<file path="src/rtl/mem_access_ctrl.sv">
// Load/store controller in front of a word-addressed synchronous data memory.
// Byte-addressed LB/LBU/LH/LHU/LW/SB/SH/SW requests; sub-word stores use read-modify-write.
module mem_access_ctrl #(
  parameter int unsigned S = 32,
  parameter int unsigned L = 256,
  localparam int unsigned AW = $clog2(L)
) (
  input  logic          clk,
  input  logic          reset,
  input  logic          req,
  input  logic          we,
  input  logic [1:0]    size,
  input  logic          sign_ext,
  input  logic [S-1:0]  addr,
  input  logic [S-1:0]  wdata,
  output logic          busy,
  output logic          done,
  output logic [S-1:0]  rdata,
  output logic          misaligned,
  output logic [AW-1:0] mem_a,
  output logic [S-1:0]  mem_din,
  input  logic [S-1:0]  mem_dout,
  output logic          mem_read,
  output logic          mem_write
);

  localparam logic [1:0] SZ_BYTE = 2'b00;
  localparam logic [1:0] SZ_HALF = 2'b01;

  typedef enum logic [1:0] {IDLE, RD, WR, DONE} state_e;

  state_e          state_q, state_d;
  logic            we_q, we_d;
  logic [1:0]      size_q, size_d;
  logic            sext_q, sext_d;
  logic [1:0]      off_q, off_d;
  logic [S-1:0]    wdata_q, wdata_d;
  logic [AW-1:0]   mem_a_q, mem_a_d;
  logic [S-1:0]    din_q, din_d;
  logic [S-1:0]    rdata_q, rdata_d;
  logic            busy_q, busy_d;
  logic            done_q, done_d;
  logic            mis_q, mis_d;
  logic            rd_q, rd_d;
  logic            wr_q, wr_d;
  logic            req_misaligned;

  // Upper address bits only select beyond the memory and wrap away.
  logic unused_addr_bits;
  assign unused_addr_bits = ^addr[S-1:AW+2];

  // Replace the addressed big-endian lane of old_w with the low bits of wd.
  function automatic logic [S-1:0] merge_lane(input logic [S-1:0] old_w,
                                              input logic [S-1:0] wd,
                                              input logic [1:0]   sz,
                                              input logic [1:0]   off);
    logic [S-1:0] r;
    r = old_w;
    if (sz == SZ_BYTE) begin
      case (off)
        2'd0:    r[31:24] = wd[7:0];
        2'd1:    r[23:16] = wd[7:0];
        2'd2:    r[15:8]  = wd[7:0];
        default: r[7:0]   = wd[7:0];
      endcase
    end else if (sz == SZ_HALF) begin
      if (off[1]) r[15:0]  = wd[15:0];
      else        r[31:16] = wd[15:0];
    end else begin
      r = wd;
    end
    return r;
  endfunction

  // Select the addressed big-endian lane and extend it to a full word.
  function automatic logic [S-1:0] load_lane(input logic [S-1:0] w,
                                             input logic [1:0]   sz,
                                             input logic [1:0]   off,
                                             input logic         sx);
    logic [7:0]   b;
    logic [15:0]  h;
    logic [S-1:0] r;
    case (off)
      2'd0:    b = w[31:24];
      2'd1:    b = w[23:16];
      2'd2:    b = w[15:8];
      default: b = w[7:0];
    endcase
    h = off[1] ? w[15:0] : w[31:16];
    if (sz == SZ_BYTE)      r = sx ? {{24{b[7]}}, b}  : {24'd0, b};
    else if (sz == SZ_HALF) r = sx ? {{16{h[15]}}, h} : {16'd0, h};
    else                    r = w;
    return r;
  endfunction

  always_comb begin
    state_d = state_q;
    we_d    = we_q;
    size_d  = size_q;
    sext_d  = sext_q;
    off_d   = off_q;
    wdata_d = wdata_q;
    mem_a_d = mem_a_q;
    din_d   = din_q;
    rdata_d = rdata_q;
    mis_d   = 1'b0;

    req_misaligned = ((size == SZ_HALF) && addr[0]) ||
                     (size[1] && (addr[1:0] != 2'b00));

    case (state_q)
      IDLE: begin
        if (req) begin
          we_d    = we;
          size_d  = size;
          sext_d  = sign_ext;
          off_d   = addr[1:0];
          wdata_d = wdata;
          if (req_misaligned) begin
            state_d = DONE;
            mis_d   = 1'b1;
          end else begin
            mem_a_d = addr[AW+1:2];
            if (we && size[1]) begin
              din_d   = wdata;
              state_d = WR;
            end else begin
              state_d = RD;
            end
          end
        end
      end
      RD: begin
        // Stores merge the fetched word here; loads extract their lane.
        if (we_q) begin
          din_d   = merge_lane(mem_dout, wdata_q, size_q, off_q);
          state_d = WR;
        end else begin
          rdata_d = load_lane(mem_dout, size_q, off_q, sext_q);
          state_d = DONE;
        end
      end
      WR:      state_d = DONE;
      default: state_d = IDLE;
    endcase

    busy_d = (state_d != IDLE);
    done_d = (state_d == DONE);
    rd_d   = (state_d == RD);
    wr_d   = (state_d == WR);
  end

  always_ff @(posedge clk) begin
    if (!reset) begin
      state_q <= IDLE;
      we_q    <= 1'b0;
      size_q  <= 2'b00;
      sext_q  <= 1'b0;
      off_q   <= 2'b00;
      wdata_q <= '0;
      mem_a_q <= '0;
      din_q   <= '0;
      rdata_q <= '0;
      busy_q  <= 1'b0;
      done_q  <= 1'b0;
      mis_q   <= 1'b0;
      rd_q    <= 1'b0;
      wr_q    <= 1'b0;
    end else begin
      state_q <= state_d;
      we_q    <= we_d;
      size_q  <= size_d;
      sext_q  <= sext_d;
      off_q   <= off_d;
      wdata_q <= wdata_d;
      mem_a_q <= mem_a_d;
      din_q   <= din_d;
      rdata_q <= rdata_d;
      busy_q  <= busy_d;
      done_q  <= done_d;
      mis_q   <= mis_d;
      rd_q    <= rd_d;
      wr_q    <= wr_d;
    end
  end

  assign busy       = busy_q;
  assign done       = done_q;
  assign rdata      = rdata_q;
  assign misaligned = mis_q;
  assign mem_a      = mem_a_q;
  assign mem_din    = din_q;
  assign mem_read   = rd_q;
  // A reset arriving on the write edge must suppress that write.
  assign mem_write  = wr_q & reset;

endmodule
</file>
<file path="config.mk">
export PLATFORM = sky130hd
export DESIGN_NAME = mem_access_ctrl
export DESIGN_NICKNAME = d
export VERILOG_FILES = /design/src/rtl/mem_access_ctrl.sv
export SDC_FILE = /design/constraint.sdc
export NUM_CORES = 1
export LEC_CHECK = 0
export CAP_MARGIN = 25
export CORE_MARGIN = 2
export CORE_UTILIZATION = 48
export CTS_CLUSTER_SIZE = 10
export DETAILED_ROUTE_END_ITERATION = 12
export GPL_ROUTABILITY_DRIVEN = 0
export PLACE_DENSITY = 0.81
export SETUP_SLACK_MARGIN = 0.1
export SYNTH_ARGS = -nofsm -noshare
export SYNTH_HDL_FRONTEND = slang
export SYNTH_SLANG_ARGS = --single-unit
</file>
<file path="constraint.sdc">
create_clock -name clk -period 2.31 [get_ports clk]
set_clock_uncertainty 0.05 [all_clocks]
set_input_delay 0.462 -clock clk [delete_from_list [all_inputs] [get_ports clk]]
set_output_delay 0.462 -clock clk [all_outputs]
set_load 0.1 [all_outputs]
</file>
Word level (Yosys, flattened, before mapping)
Cells that the tools add are included.
- equal/unequal tests: 13
- muxes and demuxes: 25
- bitwise gates (word level): 3
- reductions and logical operators: 16
- operators by type and width (operator ; count):
    $mux 32 ; 10
    $pmux 32 s2 ; 1
    $mux 16 ; 3
    $mux 8 ; 4
    $pmux 8 s3 ; 1
    $eq 2x1->1 const B ; 5
    $eq 2x2->1 const B ; 4
    $ne 2x2->1 const B ; 4
    $logic_not 2->1 ; 3
    $mux 2 ; 3
    $pmux 2 s3 ; 1
    $reduce_and 3->1 ; 2
    $reduce_bool 2->1 ; 3
    $reduce_and 5->1 ; 1
    $reduce_and 2->1 ; 2
    $logic_and 1x1->1 ; 3
    $reduce_or 3->1 ; 1
    $mux 1 ; 2
    $not 1->1 ; 2
    $and 1x1->1 ; 1
    $logic_or 1x1->1 ; 1
- register bits after elaboration: 117

Depth between registers and ports, before layout
Gate-level depths: netlist (run 1).
- depth after elaboration: 7
- gate-level depth with buffers: 8
- mapped depth without buffers: 6

Least setup slack after synthesis (run 1)
Ideal clock, no wire load.
- path type: input-to-output
- start point: in reset
- end point: out mem_write
- arrival: 1933 ps
- slack: -135 ps
- stages: 4
- path buffers: 3
- cell sequence: buf_2 -> clkbuf_1 -> clkbuf_1 -> and2_1
- cells in the longest elaborated chain, start to end: 1
- ends and longest elaborated chain (what ; RTL line ; RTL):
    start: declaration ; 9 ; input logic reset,
    $and 1x1->1 ; 195 ; assign mem_write = wr_q & reset;
    end: declaration ; 24 ; output logic mem_write
Every way passes these cells.

Final worst setup path (run 1)
- start point: reg size_q[0]
- end point: reg rdata_q[6], in the netlist rdata[6]
- cells in the longest elaborated chain, start to end: 3
- ends and longest elaborated chain (what ; RTL line ; RTL):
    start: declaration ; 34 ; logic [1:0] size_q, size_d;
    start signal: assignment ; 172 ; size_q <= size_d;
    $eq 2x1->1 ; 91 ; else if (sz == SZ_HALF) r = sx ? {{16{h[15]}}, h} : {16'd0, h};
    $mux 32 ; 91 ;
    $mux 32 (*) ; 90 ; if (sz == SZ_BYTE) r = sx ? {{24{b[7]}}, b} : {24'd0, b};
    end signal: assignment ; 178 ; rdata_q <= rdata_d;
    end: declaration ; 40 ; logic [S-1:0] rdata_q, rdata_d;
Every way passes the cells marked *; elsewhere a longest branch is shown, timed or not.
A chain may end at the register's enable or synchronous reset.

==> run_results.csv, run 1 <==
group,metric,value,unit
sta,setup_viol,0,
worst_setup_path,end_kind,"register",
status,run_status,"finished, final reports clean",
drt,drtIter0Drc,807,
synthesis,synth_top_cell_by_area,"dfxtp_1",
sta,fmax,496,MHz
global_routing,grt_overflow_total,0,
sta,rsz0062_at_grt,"false",
drt,vias_per_cell,6.15,
place,place_inst,1016,
worst_setup_path,crit_chain,"nor3b_2, buf_4, nand2_1, and3_1, o32ai_1",
worst_setup_path,cp_max_fo,14,
synthesis,synthCells,731,
global_routing,grt_max_degree,61,
die,die_x,117,um
drt,drc_errors,0,
die,ios,180,
global_routing,grt_pass1_vias,6064,
worst_setup_path,slowest_stage,"nor3b_2",
clock_tree,cts_buffer_depth,2,
place,dpl_cell_area,7580,um2
synthesis,yosys-top-cells-area,"dfxtp_1 39%, nand2_1 8.6%, o21ai_0 5.0%, mux2i_1 4.8%, a21oi_1 4.5%",
pwr,cellPowerDensity,1670,nW/um2
final_layout,instances_no_fill,1047,
final_layout,multi_input_area,3360,um2
die,fp-row-count,41,
clock_tree,cts_setup_buffers,0,
place,io_buffers,157,
global_routing,antenna_found_initial,0,
drt,routed_wl,19.9,mm
die,core-area,12500,um2
sta,final.period_utilization,87.2,%
worst_setup_path,startpoint_type,"register",
clock_tree,cts.reportedPaths.clkPinSlew,0.05,ns
synthesis,synth_warnings,0,
final_layout,areaGrowthSynthToFinish,35.2,%
worst_setup_path,cp.required,2.58,ns
global_routing,track_usage,29.4,%
final_layout,drive_gt1_share,19.3,%
sta,worst_pin_slew,0.640,ns
pwr,ir_worst_vdd,0.917,mV
final_layout,antenna_cells,0,
hold_path,hold_path.class,"register to register",
worst_setup_path,reg2reg_slack,0.30,ns
synthesis,synthFlopType,"dfxtp_1",
worst_setup_path,slowest_delay,0.60,ns
synthesis,synthArstFlopShare,0,%
sta,drv_slew,0,
synthesis,synth_area,6080,um2
clock_tree,cts_sinks,117,
synthesis,synthDistinctLibCells,53,
synthesis,ys_ff_latch,117,
synthesis,ys_seq_area_share,38.5,%
sta,min_period,2.01,ns
drt,vias,6434,
place,dp_hpwl,14.1,mm
global_routing,grt_pass1_wl,30.7,mm
final_layout,final_core_util,65.9,%
clock_tree,cts_made_buffers,17,
drt,wl_per_cell,19.0,um
run,max_cap_violations,0,
clock_tree,worst_skew_pair.late_latency,0.42,ns
drt,final_antenna_net_count,0,
final_layout,finalInstanceArea,8220,um2
final_layout,fill_cells,995,
clock_tree,h-tree-depth,4,
synthesis,syn-num-nets,838,
die,initial_utilization,48.8,%
worst_setup_path,crit_arrival,2.29,ns
final_layout,layout.nets,970,
die,die_area,13600,um2
worst_setup_path,critPathKind,"register to register",
clock_tree,ctsHoldBuffers,0,
drt,firstDrtPassIters,5,
clock_tree,cts_root_buf,"clkbuf_16",
synthesis,synth_edf_count,0,
final_layout,regArea,2340,um2
pwr,leakage,3.37,nW
sta,hold_viol_final,0,
clock_tree,post_cts_resized,0,
die,dieHeight,117,um
clock_tree,cts_tree,"yes",
synthesis,syn_avg_cell_area,8.32,um2
synthesis,netlist.area_leader.share,38.5,%
sta,slew-limit-headroom,57.2,%
-- sequential cells by signal (all words and copies together) (netlist names) --
| signal | count |
|---|---|
| mem_a | 8 |
| sext_q | 1 |
| we_q | 1 |
| state_q | 2 |
| rdata | 32 |
| wr_q | 1 |
| off_q | 2 |
| done | 1 |
| mem_read | 1 |
| misaligned | 1 |
| busy | 1 |
| wdata_q | 32 |
| size_q | 2 |
| mem_din | 32 |
-- path summary, 6_finish.rpt --
path,start,to,depth (start not counted)
hold / removal,wdata_q[22],wdata_q[22],2
setup / recovery,size_q[0],rdata[6],5
setup reg to reg,size_q[0],rdata[6],5
hold reg to reg,wdata_q[22],wdata_q[22],2
-- synthesized netlist by cell type (9+ instances only) --
library cell,number
nor3_1,28
dfxtp_1,117
a31oi_1,17
nand3_1,16
clkbuf_1,36
o211ai_1,13
nor2b_1,10
a32o_1,24
a211oi_1,9
inv_1,9
buf_2,22
mux2i_1,29
nor2_1,21
nand2_1,139
a21oi_1,55
a21o_1,13
o21ai_0,61
-- placed cells by master (no fill, tap or decap), types with 8 or more instances in the layout --
master	n
inv_1	9
clkdlybuf4s50_1	79
nor3_1	28
o221a_2	8
a32o_1	24
dfxtp_1	117
nand3_1	16
a21o_1	13
a211oi_1	9
and3_1	8
a21oi_1	55
nor2_1	21
mux2i_1	29
a22oi_1	8
o21ai_0	61
o211ai_1	13
a31oi_1	17
nor2b_1	9
clkbuf_16	17
nand2_1	139
buf_4	99
-- per-layer routing --
metal	wire length (um)	share of wire [%]	GRT usage [%]
met1	7800	39	36.6
met2	8850	44	46.0
met3	2420	12	9.34
met4	834	4.2	14.8
met5	0	0	0
-- critical path: cells and delay by family (launching register included) --
family / cells / cell delay [ns]
AND/OR/NAND/NOR: 3 / 0.83
flip-flops: 1 / 0.47
buffers and inverters: 1 / 0.32
AO/OA/AOI/OAI: 1 / 0.24
-- kinds of logic (layout without fill, tap and decap cells) --
family                   count (synthesis)  in the layout  synth area share [%]
flip-flops                             117            117                  38.5
multiplexers                            40             40                  8.15
AND/OR/NAND/NOR                        244            244                  18.2
adder cells (fa/ha/maj)                  4              4                 0.823
buffers and inverters                   80            224                  6.26
AO/OA/AOI/OAI                          246            246                  28.0
-- where the power goes --
| part | leakage, nW | switching, mW | internal, mW |
|---|---|---|---|
| clock | 0.311 | 0.904 | 1.94 |
| sequential | 0.958 | 0.432 | 2.67 |
| combinational | 2.10 | 5.79 | 1.97 |
| total | 3.37 | 7.12 | 6.57 |
-- stage by stage --
stage | hold WS [ns] | setup TNS [ns] | power (mW) | setup WS [ns]
after floorplan | 0.383 | 0 | 9.07 | 0.144
after global placement | 0.392 | 0 | 10.6 | 0.0688
after detailed placement | 0.395 | -0.537 | 10.8 | -0.0422
after CTS | 0.402 | 0 | 13.7 | 0.318
after global routing | 0.421 | 0 | 14.2 | 0.152
final | 0.402 | 0 | 13.7 | 0.296
-- final cells by class --
type	instances	area share [%]
Multi-Input combinational cell	534	40.9
Sequential cell	117	28.5
Inverter	10	0.457
Timing Repair Buffer	183	19.7
Tap cell	172	2.62
Clock buffer	23	6.06
Clock inverter	8	1.77
(Power assumes the default switching activity.)
==> run 2: changes to the inputs <==
--- a/config.mk
+++ b/config.mk
@@ -6,12 +6,14 @@
 export NUM_CORES = 1
 export LEC_CHECK = 0
 export CAP_MARGIN = 25
+export CELL_PAD_IN_SITES_DETAIL_PLACEMENT = 1
+export CELL_PAD_IN_SITES_GLOBAL_PLACEMENT = 1
 export CORE_MARGIN = 2
-export CORE_UTILIZATION = 48
+export CORE_UTILIZATION = 35
 export CTS_CLUSTER_SIZE = 10
 export DETAILED_ROUTE_END_ITERATION = 12
 export GPL_ROUTABILITY_DRIVEN = 0
-export PLACE_DENSITY = 0.81
+export PLACE_DENSITY_LB_ADDON = 0.1
 export SETUP_SLACK_MARGIN = 0.1
 export SYNTH_ARGS = -nofsm -noshare
 export SYNTH_HDL_FRONTEND = slang
==> run 2 against run 1 <==
Flip-flop and latch count did not move; via count fell by 2.1%; clock-buffer cell count rose by 1; cell count rose by 5.7%; worst setup slack got worse by 0.018 ns; utilization fell by 17 points; critical path type unchanged; largest power group unchanged; highest routed layer unchanged.
==> run_results.csv, run 2 (synthesis results as in run 1) <==
group,metric,value,unit
place,place_inst,1078,
final_layout,finalInstanceArea,8300,um2
global_routing,grt_max_degree,50,
sta,fin_ws,0.277,ns
global_routing,grt_overflow_total,0,
clock_tree,h-tree-depth,4,
sta,fmax,492,MHz
worst_setup_path,reg2regPathDepth,7,
drt,firstDrtPassIters,4,
sta,drv_slew,0,
final_layout,drive_gt1_share,19.6,%
clock_tree,ctsHoldBuffers,0,
status,run_status,"finished, final reports clean",
drt,final_antenna_net_count,0,
die,die_area,18400,um2
drt,routed_wl,23.1,mm
global_routing,track_usage,25.2,%
global_routing,grt_use_met2,39.6,%
die,die_x,136,um
final_layout,instances_no_fill,1107,
worst_setup_path,cp_max_fo,24,
worst_setup_path,end_kind,"register",
sta,rsz0062_at_grt,"false",
sta,setup_viol,0,
clock_tree,cts_made_buffers,17,
drt,drc_errors,0,
hold_path,min-delay-start,"reset",
run,max_cap_violations,0,
global_routing,gr-usage-met1,33.8,%
die,core-area,17100,um2
sta,fin_tns_setup,0,ns
clock_tree,cts_root_buf,"clkbuf_16",
clock_tree,cts_setup_buffers,0,
die,fp-row-count,48,
global_routing,grt_pass1_vias,6444,
global_routing,grt_pass1_wl,35.6,mm
place,pre_cts_slack,0.0283,ns
pwr,power,13.7,mW
drt,vias_per_cell,5.69,
hold_path,hold_depth,2,
final_layout,mostFrequentLayoutCells,"139 x nand2_1, 117 x dfxtp_1, 106 x buf_4",
clock_tree,cts_sinks,117,
pwr,leakage,3.39,nW
clock_tree,cts_tree,"yes",
clock_tree,cts.reportedPaths.clkPinSlew,0.05,ns
place,io_buffers,157,
drt,wl_per_cell,20.9,um
die,dieHeight,136,um
sta,final.period_utilization,88.0,%
sta,whs,0.370,ns
sta,min_period,2.03,ns
final_layout,areaGrowthSynthToFinish,36.5,%
worst_setup_path,worstReg2RegEnd,"mem_din[1]",
drt,vias,6301,
die,initial_utilization,35.5,%
global_routing,grt_use_met3,5.35,%
worst_setup_path,crit_arrival,2.34,ns
worst_setup_path,cp.required,2.61,ns
final_layout,antenna_cells,0,
pwr,cellPowerDensity,1650,nW/um2
sta,worst_pin_slew,0.616,ns
final_layout,final_core_util,48.5,%
pwr,ir_worst_vdd,0.940,mV
clock_tree,worst_skew_pair.late_latency,0.41,ns
place,dp_hpwl,17.2,mm
worst_setup_path,startpoint_type,"register",
global_routing,antenna_found_initial,0,
final_layout,layout.nets,979,
place,dpl_cell_area,7740,um2
final_layout,layout_commonest_cell,"nand2_1",
die,ios,180,
sta,slew-limit-headroom,58.9,%
worst_setup_path,critPathKind,"register to register",
hold_path,hold_path.class,"primary input to register",
drt,drtIter0Drc,355,
clock_tree,post_cts_resized,0,
hold_path,holdPathEnd,"mem_din[0]",
sta,hold_viol_final,0,
global_routing,grt_busiest_layer,"met2",
worst_setup_path,r2r-start,"state_q[1]",
worst_setup_path,reg2reg_slack,0.28,ns
clock_tree,cts_buffer_depth,2,
run 2: cell types whose count changed in the layout (fill, tap and decap cells not counted), sizes merged:
cell,previous run,this run
clkinvlp,2,0
clkinv,2,3
buf,104,113
clkbuf,23,24
bufinv,4,2
run 2: cell type report:
type	instances	area, um2
clock buffers	24	482
clock inverters	5	75.1
fillers	2018	8820
repair buffers	192	1710
well taps	225	282
flip-flops and latches	117	2340
inverters	10	37.5
multi-input cells	534	3370
run 2: critical path: stages, from the launching register on:
cell,delay (ns)
dfxtp_1,0.34
inv_1,0.11
ha_2,0.25
mux2i_2,0.37
inv_2,0.16
nand2_1,0.12
buf_4,0.33
a32o_1,0.22
run 2: how the worst max path moves through the flow:
stage	startpoint	to	slack, ns	cells after the start
after floorplan	reset	mem_write	0.14	4
after global placement	addr[1]	mem_din[5]	0.10	6
after detailed placement	addr[0]	mem_din[27]	0.03	6
after CTS	state_q[1]	mem_din[27]	0.27	7
after global routing	off_q[1]	mem_din[15]	0.15	6
final	state_q[1]	mem_din[1]	0.28	7
run 2: power breakdown:
group | internal [mW] | switching, mW
clock network | 1.65 | 0.888
logic | 2.07 | 5.95
registers | 2.67 | 0.477
total | 6.38 | 7.31
run 2: per-layer routing:
| metal | vias up | wire length [um] |
|---|---|---|
| li1 | 2956 | - |
| met1 | 3099 | 10300 |
| met2 | 215 | 10800 |
| met3 | 31 | 1500 |
| met4 | 0 | 529 |
| met5 | - | 0 |
